==> src/rtl/rv_counter_bank_pkg.sv <==
// Shared types for the rv_counter_bank counter bank.
// Mode encoding 2'b11 is reserved and behaves like WRAP.
package rv_counter_bank_pkg;

    typedef enum logic [1:0] {
        RV_COUNT_WRAP     = 2'b00,
        RV_COUNT_SATURATE = 2'b01,
        RV_COUNT_ONESHOT  = 2'b10
    } rv_counter_mode_t;

    // True when the mode keeps the count in place at the terminal value.
    function automatic logic holds_at_terminal(input logic [1:0] mode);
        return (mode == RV_COUNT_SATURATE) || (mode == RV_COUNT_ONESHOT);
    endfunction

endpackage

==> src/rtl/rv_counter_channel.sv <==
// One up/down counter with wrap/saturate/one-shot terminal handling.
// Priority per cycle: clear > load_enable > enable > hold.
module rv_counter_channel
    import rv_counter_bank_pkg::*;
#(
    parameter int unsigned      WIDTH       = 8,
    parameter logic [WIDTH-1:0] RESET_VALUE = '0
) (
    input  logic             clk,
    input  logic             rst,
    input  logic             enable,
    input  logic             clear,
    input  logic             up,
    input  logic             load_enable,
    input  logic [WIDTH-1:0] load_value,
    input  logic [WIDTH-1:0] max,
    input  logic [1:0]       mode,
    output logic [WIDTH-1:0] value,
    output logic             complete,
    output logic             done
);

    logic [WIDTH-1:0] value_q, value_d;
    logic             done_q, done_d;
    logic             terminal;

    always_comb begin
        terminal = up ? (value_q == max) : (value_q == '0);
        // rst gates the strobe so nothing fires while the bank is held in reset.
        complete = rst & enable & terminal & ~done_q & ~clear & ~load_enable;
    end

    always_comb begin
        value_d = value_q;
        done_d  = done_q;
        if (clear) begin
            value_d = '0;
            done_d  = 1'b0;
        end else if (load_enable) begin
            value_d = load_value;
            done_d  = 1'b0;
        end else if (enable && !done_q) begin
            if (!terminal) begin
                value_d = up ? value_q + WIDTH'(1) : value_q - WIDTH'(1);
            end else if (holds_at_terminal(mode)) begin
                done_d = (mode == RV_COUNT_ONESHOT);
            end else begin
                value_d = up ? '0 : max;
            end
        end
    end

    always_ff @(posedge clk or negedge rst) begin
        if (!rst) begin
            value_q <= RESET_VALUE;
            done_q  <= 1'b0;
        end else begin
            value_q <= value_d;
            done_q  <= done_d;
        end
    end

    assign value = value_q;
    assign done  = done_q;

endmodule

==> src/rtl/rv_counter_bank.sv <==
// Bank of CHANNELS independent counters with flat packed per-channel controls.
// any_complete is the OR of the per-channel terminal strobes.
module rv_counter_bank
    import rv_counter_bank_pkg::*;
#(
    parameter int unsigned      WIDTH       = 8,
    parameter int unsigned      CHANNELS    = 4,
    parameter logic [WIDTH-1:0] RESET_VALUE = '0
) (
    input  logic                      clk,
    input  logic                      rst,
    input  logic [CHANNELS-1:0]       enable,
    input  logic [CHANNELS-1:0]       clear,
    input  logic [CHANNELS-1:0]       up,
    input  logic [CHANNELS-1:0]       load_enable,
    input  logic [CHANNELS*WIDTH-1:0] load_value,
    input  logic [CHANNELS*WIDTH-1:0] max,
    input  logic [CHANNELS*2-1:0]     mode,
    output logic [CHANNELS*WIDTH-1:0] value,
    output logic [CHANNELS-1:0]       complete,
    output logic [CHANNELS-1:0]       done,
    output logic                      any_complete
);

    for (genvar i = 0; i < CHANNELS; i++) begin : g_channel
        rv_counter_channel #(
            .WIDTH       (WIDTH),
            .RESET_VALUE (RESET_VALUE)
        ) u_channel (
            .clk         (clk),
            .rst         (rst),
            .enable      (enable[i]),
            .clear       (clear[i]),
            .up          (up[i]),
            .load_enable (load_enable[i]),
            .load_value  (load_value[i*WIDTH +: WIDTH]),
            .max         (max[i*WIDTH +: WIDTH]),
            .mode        (mode[i*2 +: 2]),
            .value       (value[i*WIDTH +: WIDTH]),
            .complete    (complete[i]),
            .done        (done[i])
        );
    end

    assign any_complete = |complete;

endmodule

==> config.mk <==
export PLATFORM = sky130hd
export DESIGN_NAME = rv_counter_bank
export DESIGN_NICKNAME = d
export VERILOG_FILES = /design/src/rtl/rv_counter_bank_pkg.sv /design/src/rtl/rv_counter_channel.sv /design/src/rtl/rv_counter_bank.sv
export SDC_FILE = /design/constraint.sdc
export NUM_CORES = 1
export LEC_CHECK = 0
export CELL_PAD_IN_SITES_DETAIL_PLACEMENT = 0
export CELL_PAD_IN_SITES_GLOBAL_PLACEMENT = 1
export CORE_ASPECT_RATIO = 0.5
export CORE_MARGIN = 8
export CORE_UTILIZATION = 34
export CTS_CLUSTER_SIZE = 12
export DETAILED_ROUTE_END_ITERATION = 8
export HOLD_SLACK_MARGIN = 0.03
export PLACE_DENSITY = 0.84
export SKIP_CTS_REPAIR_TIMING = 1
export SLEW_MARGIN = 20
export SYNTH_ARGS = -nofsm -noshare
export SYNTH_HDL_FRONTEND = slang
export SYNTH_SLANG_ARGS = --single-unit
==> constraint.sdc <==
create_clock -name clk -period 4.27 [get_ports clk]
set_input_delay 1.281 -clock clk [delete_from_list [all_inputs] [get_ports clk]]
set_output_delay 1.281 -clock clk [all_outputs]
set_load 0.005 [all_outputs]
After elaboration in Yosys (flattened, before gate mapping)
Index checks and enable logic that the tools add are counted.
- register bits after elaboration: 36
- logic and storage cells: 153
- output and inout bits: 41
- bits of input ports: 90
- bitwise gates (word level): 32
- muxes and demuxes: 52
- $add $sub $neg: 8
- eq/ne operators: 16
- reduce and logical (&&, ||, !) cells: 37
- operators with widths (cell ; number):
    $mux W8 ; 28
    $reduce_bool A3 Y1 ; 12
    $add A8 B1 Y8 const B ; 4
    $eq A8 B8 Y1 ; 4
    $logic_not A8 Y1 ; 4
    $sub A8 B1 Y8 const B ; 4
    $mux W1 ; 24
    $and A1 B1 Y1 ; 20
    $ne A4 B4 Y1 const B ; 4
    $not A1 Y1 ; 12
    $reduce_and A3 Y1 ; 4
    $eq A2 B1 Y1 const B ; 4
    $eq A2 B2 Y1 const B ; 4
    $reduce_and A2 Y1 ; 4
    $logic_and A1 B1 Y1 ; 4
    $logic_not A1 Y1 ; 4
    $logic_or A1 B1 Y1 ; 4
    $reduce_or A4 Y1 ; 1

Logic depth before layout (Yosys ltp)
- word-level depth: 7
- depth in mapped cells: 9
- gate-level depth less buffers: 8

Hierarchy
Synthesis repeated with hierarchy kept, for this count alone.
- cells, all modules: 493
- area, all modules: 4169.0 sq um
- modules (own cells, without submodules) (module ; times used ; area an instance (sq um) ; cells each ; sequential area each (sq um)):
    rv_counter_channel at g_channel[2].u_channel ... ; 2 ; 1083.5 ; 123 ; 225.2
    rv_counter_channel at g_channel[0].u_channel ... ; 2 ; 997.2 ; 123 ; 225.2
    rv_counter_bank ; 1 ; 7.5 ; 1 ; 0.0

Worst setup path after synthesis
Ideal clock, no wire load.
- kind: input port to output port
- from: input up[0]
- to: output any_complete
- stages on the path: 6
- data required time: 2989 ps
- path buffers: 1
- arrival time: 2597 ps
- slack: 392 ps
- cell sequence: or4_4 > nor4_1 > buf_4 > nor2_1 > nor2_1 > or4_1
- longest elaborated chain between the ends: 6
- RTL lines (element ; line ; source):
    start, declared ; rv_counter_bank.sv:14 ; input logic [CHANNELS-1:0] up,
    $mux W1 ; rv_counter_channel.sv:28 ; terminal = up ? (value_q == max) : (value_q == '0);
    $and A1 B1 Y1 (4 in series) ; rv_counter_channel.sv:30 ; complete = rst & enable & terminal & ~done_q & ~clear & ~load_enable;
    net g_channel[0].u_channel.complete ; rv_counter_channel.sv:19 ; output logic complete,
    $reduce_or A4 Y1 ; rv_counter_bank.sv:45 ; assign any_complete = |complete;
    end, declared ; rv_counter_bank.sv:22 ; output logic any_complete
The timed path passes the listed nets, and every way through them passes these cells.

Worst setup path in the final report
- from: input max[20]
- to: output any_complete
- longest elaborated chain between the ends: 7
- RTL lines (element ; line ; source):
    start, declared ; rv_counter_bank.sv:17 ; input logic [CHANNELS*WIDTH-1:0] max,
    $eq A8 B8 Y1 ; rv_counter_channel.sv:28 ;
    $mux W1 ; rv_counter_channel.sv:28 ;
    $and A1 B1 Y1 (4 in series) ; rv_counter_channel.sv:30 ;
    $reduce_or A4 Y1 ; rv_counter_bank.sv:45 ;
No other way between the ends.

==> summary.md <==
| Metric | Value |
|---|---|
| Outcome | `finished with violations` |
| Failing checks | `setup timing` |
| N_diodes | `0` |
| RSZ-0062 raised after global routing | `yes` |
| Max capacitance violation total | `0` |
| Worst Hold Depth | `1` |
| Post-synthesis average cell area | `8.01 µm²` |
| Worst Path Max Fanout | `2` |
| Ys async rst share | `1.00` |
| Syn nets | `around 630` |
| Vias | `4458` |
| Area leader, netlist | `dfrtp_1` |
| Starting DRC count in detailed routing | `around 280` |
| Clock transition at the registers of the reported paths | `0.06 ns` |
| Total CTS buffers | `5` |
| Area Overhead vs Synth | `55.0%` |
| Post-DP HPWL | `11.3 mm` |
| DRC | `0` |
| Setup CP Type | `in2out` |
| Mapped Area | `4050 µm²` |
| Setup_tns | `-0.0392 ns` |
| Horiz. Die Dim | `~170 µm` |
| Setup WS post-layout | `-0.0392 ns` |
| Largest family of logic cells by synthesized area | `compound AO/OA/AOI/OAI gates` |
| CORE AREA | `11700 µm²` |
| P_leak | `between 2 and 3 nW` |
| Crit path time final | `roughly 4.3 ns` |
| Syn. warnings | `0` |
| Max Clk Rate | `0.232 GHz` |
| Fill cells | `1145` |
| Post-synth cell types | `64` |
| Most numerous cell in the Yosys netlist | `nand2_1` |
| Via/cell ratio | `5.26` |
| First-pass GRT wire length | `~23 mm` |
| R2R depth | `4` |
| Clk root buf | `clkbuf_16` |
| Synth Area in Adders | `0.106` |
| Peak supply drop | `0.167 mV` |
| H-tree depth | `2` |
| Routed WL | `between 10 and 15 mm` |
| Post-synthesis simple-gate area fraction | `0.225` |
| Area contributors post-synth | `dfrtp_1 (22%), ha_1 (8.6%), xnor2_1 (5.8%)` |
| Routability cong. | `~0.86` |
| Starting Density | `0.346` |
| Cells after Synth | `about 500` |
| Routed Antenna Nets | `0` |
| Deepest clock path buffer count | `2` |
| Share of layout cells above drive strength 1 | `0.165` |
| Total chip power | `approximately 0.0016 W` |
| Crit end category | `output port` |
| CP arrival | `between 3 and 4 ns` |
| Largest net degree at the start of global routing | `22` |
| WHS Endpoint | `g_channel[3].u_channel.done` |
| Max Transition Viols Final | `0` |
| Worst r2r dst | `g_channel[1].u_channel.value[7]` |
| XOR/XNOR Fraction of Synth Area | `0.0908` |
| Mux share of post-synthesis cell area | `0.0281` |
| Vias in the first global route | `4449` |
| I/O pins | `131` |
| Slew HR | `0.544` |
| Final worst path period share | `1.01` |
| Setup crit start kind | `input pin` |
| Clk_skew | `between 0.003 and 0.004 ns` |
| Worst slack, placed | `-0.549 ns` |
| Die area | `around 16000 µm²` |
| IO Port Bufs | `130` |
| Initial antenna violation count | `0` |
| R2R Setup Slk | `1.74 ns` |
| Fin. Hold Viols | `0` |
| Wirelength per Cell | `around 17 µm` |
| Seq/Total Area, Yosys | `0.222` |
| Cell Rows | `28` |
| Initial DRT Pass Iterations | `4` |
| Yosys top cell area share | `0.222` |
| CTS tree | `yes` |
| Endpoints failing setup | `1` |
| Global Route Usage Sum | `0.171` |
| Clk_lat worst skew | `0.28 ns` |
| PwrDens | `roughly 260 nW/µm²` |
| Layout Nets | `between 800 and 900` |
| Clk sinks | `36` |
| Top cells by count, synth | `nand2_1 (46), nor2_1 (45), dfrtp_1 (36)` |
| Die height | `93.2 µm` |
| Worst hold path class | `reg2reg` |
| Yosys reg bits | `36` |
| Worst Hold Slack | `slightly above 0.5 ns` |
| Slew at the pin with the worst max-slew slack | `0.680 ns` |
| Worst Path Required | `around 3.0 ns` |
| Post-synth EDFFs | `0` |
| Worst reg2reg path startpoint | `g_channel[1].u_channel.value[5]` |
| Ys flop type | `dfrtp_1` |
| Synth Area in Compound Gates | `0.273` |
| Worst hold start | `g_channel[3].u_channel.done` |
| Grt total ovfl | `0` |
## kinds of logic (layout without fill, tap and decap cells)
family          after synthesis  in the layout
simple gates                186            186
compound gates              154            154
buf+inv                      45            222
xor+xnor                     42             42
flops                        36             36
fa+ha+maj                    32             32
mux                          11             11
## metrics by stage
| step | util | cell area (µm²) | std cells |
|---|---|---|---|
| after floorplan | - | 4050 | 506 |
| after global placement | 0.500 | 5850 | 836 |
| after detailed placement | 0.500 | 5850 | 836 |
| after CTS | 0.512 | 5990 | 844 |
| after global routing | 0.537 | 6280 | 848 |
| final | 0.537 | 6280 | 848 |
## placed cells by master (no fill, tap or decap), drive strengths merged, types with 5 or more instances in the layout
| cell | Yosys | final |
|---|---|---|
| o22ai | 5 | 5 |
| mux2i | 8 | 8 |
| clkdlybuf4s50 | 0 | 108 |
| and2 | 8 | 8 |
| a211oi | 9 | 9 |
| nand2 | 46 | 46 |
| o21ai | 30 | 30 |
| dfrtp | 36 | 36 |
| nor3 | 22 | 22 |
| and3 | 5 | 5 |
| nor2b | 10 | 10 |
| xnor2 | 27 | 27 |
| nand2b | 7 | 7 |
| buf | 16 | 63 |
| or4 | 5 | 5 |
| clkbuf | 6 | 5 |
| xor2 | 15 | 15 |
| a22o | 10 | 10 |
| nand4 | 5 | 5 |
| a2111oi | 5 | 5 |
| nand3 | 11 | 11 |
| or2 | 7 | 7 |
| o21a | 12 | 12 |
| ha | 28 | 28 |
| inv | 22 | 22 |
| or3 | 5 | 5 |
| a21oi | 23 | 23 |
| nor4 | 6 | 6 |
| dlymetal6s2s | 0 | 21 |
| o31a | 6 | 6 |
| a21o | 8 | 8 |
| nor2 | 45 | 45 |
## critical path, stage by stage
cell and delay, ns:
clkdlybuf4s50_1 0.53, xor2_2 0.19, nor2_4 0.07, a31oi_4 0.22, nor3b_4 0.06, or4_1 0.51, dlymetal6s2s_1 0.17
## layer usage
| layer | up-vias | global-route usage | share of wire |
|---|---|---|---|
| met1 | 2170 | 0.223 | 0.45 |
| li1 | 2205 | - | - |
| met2 | 77 | 0.300 | 0.51 |
| met3 | 6 | 0.0240 | 0.029 |
| met4 | 0 | 0.0283 | 0.0068 |
| met5 | - | 0 | 0 |
## sequential cells by signal, summed over array words and instances (netlist names)
name and flops:
g_channel.u_channel.value 32, g_channel.u_channel.done 4
## report_power, final
part,internal (W),switching (W)
clock,0.000215,0.000146
combinational,0.000447,0.000373
sequential,0.000379,0.0000877
## worst max path at each step
stage,cells after the start,to,from
after global placement,7,any_complete,max[19]
after detailed placement,7,any_complete,up[0]
after CTS,7,any_complete,max[19]
final,7,any_complete,max[20]
after floorplan,6,any_complete,up[0]
after global routing,7,any_complete,max[20]
## final cells by class
type / instances / area [µm²] / area share
multi-input combinational: 425 / 3130 / 0.499
sequential: 36 / 901 / 0.143
timing repair buffer: 192 / 1810 / 0.289
inverter: 22 / 82.6 / 0.0132
tap: 165 / 206 / 0.0329
clock buffer: 5 / 125 / 0.0199
clock inverter: 3 / 18.8 / 0.00299
(Power assumes the default switching activity.)
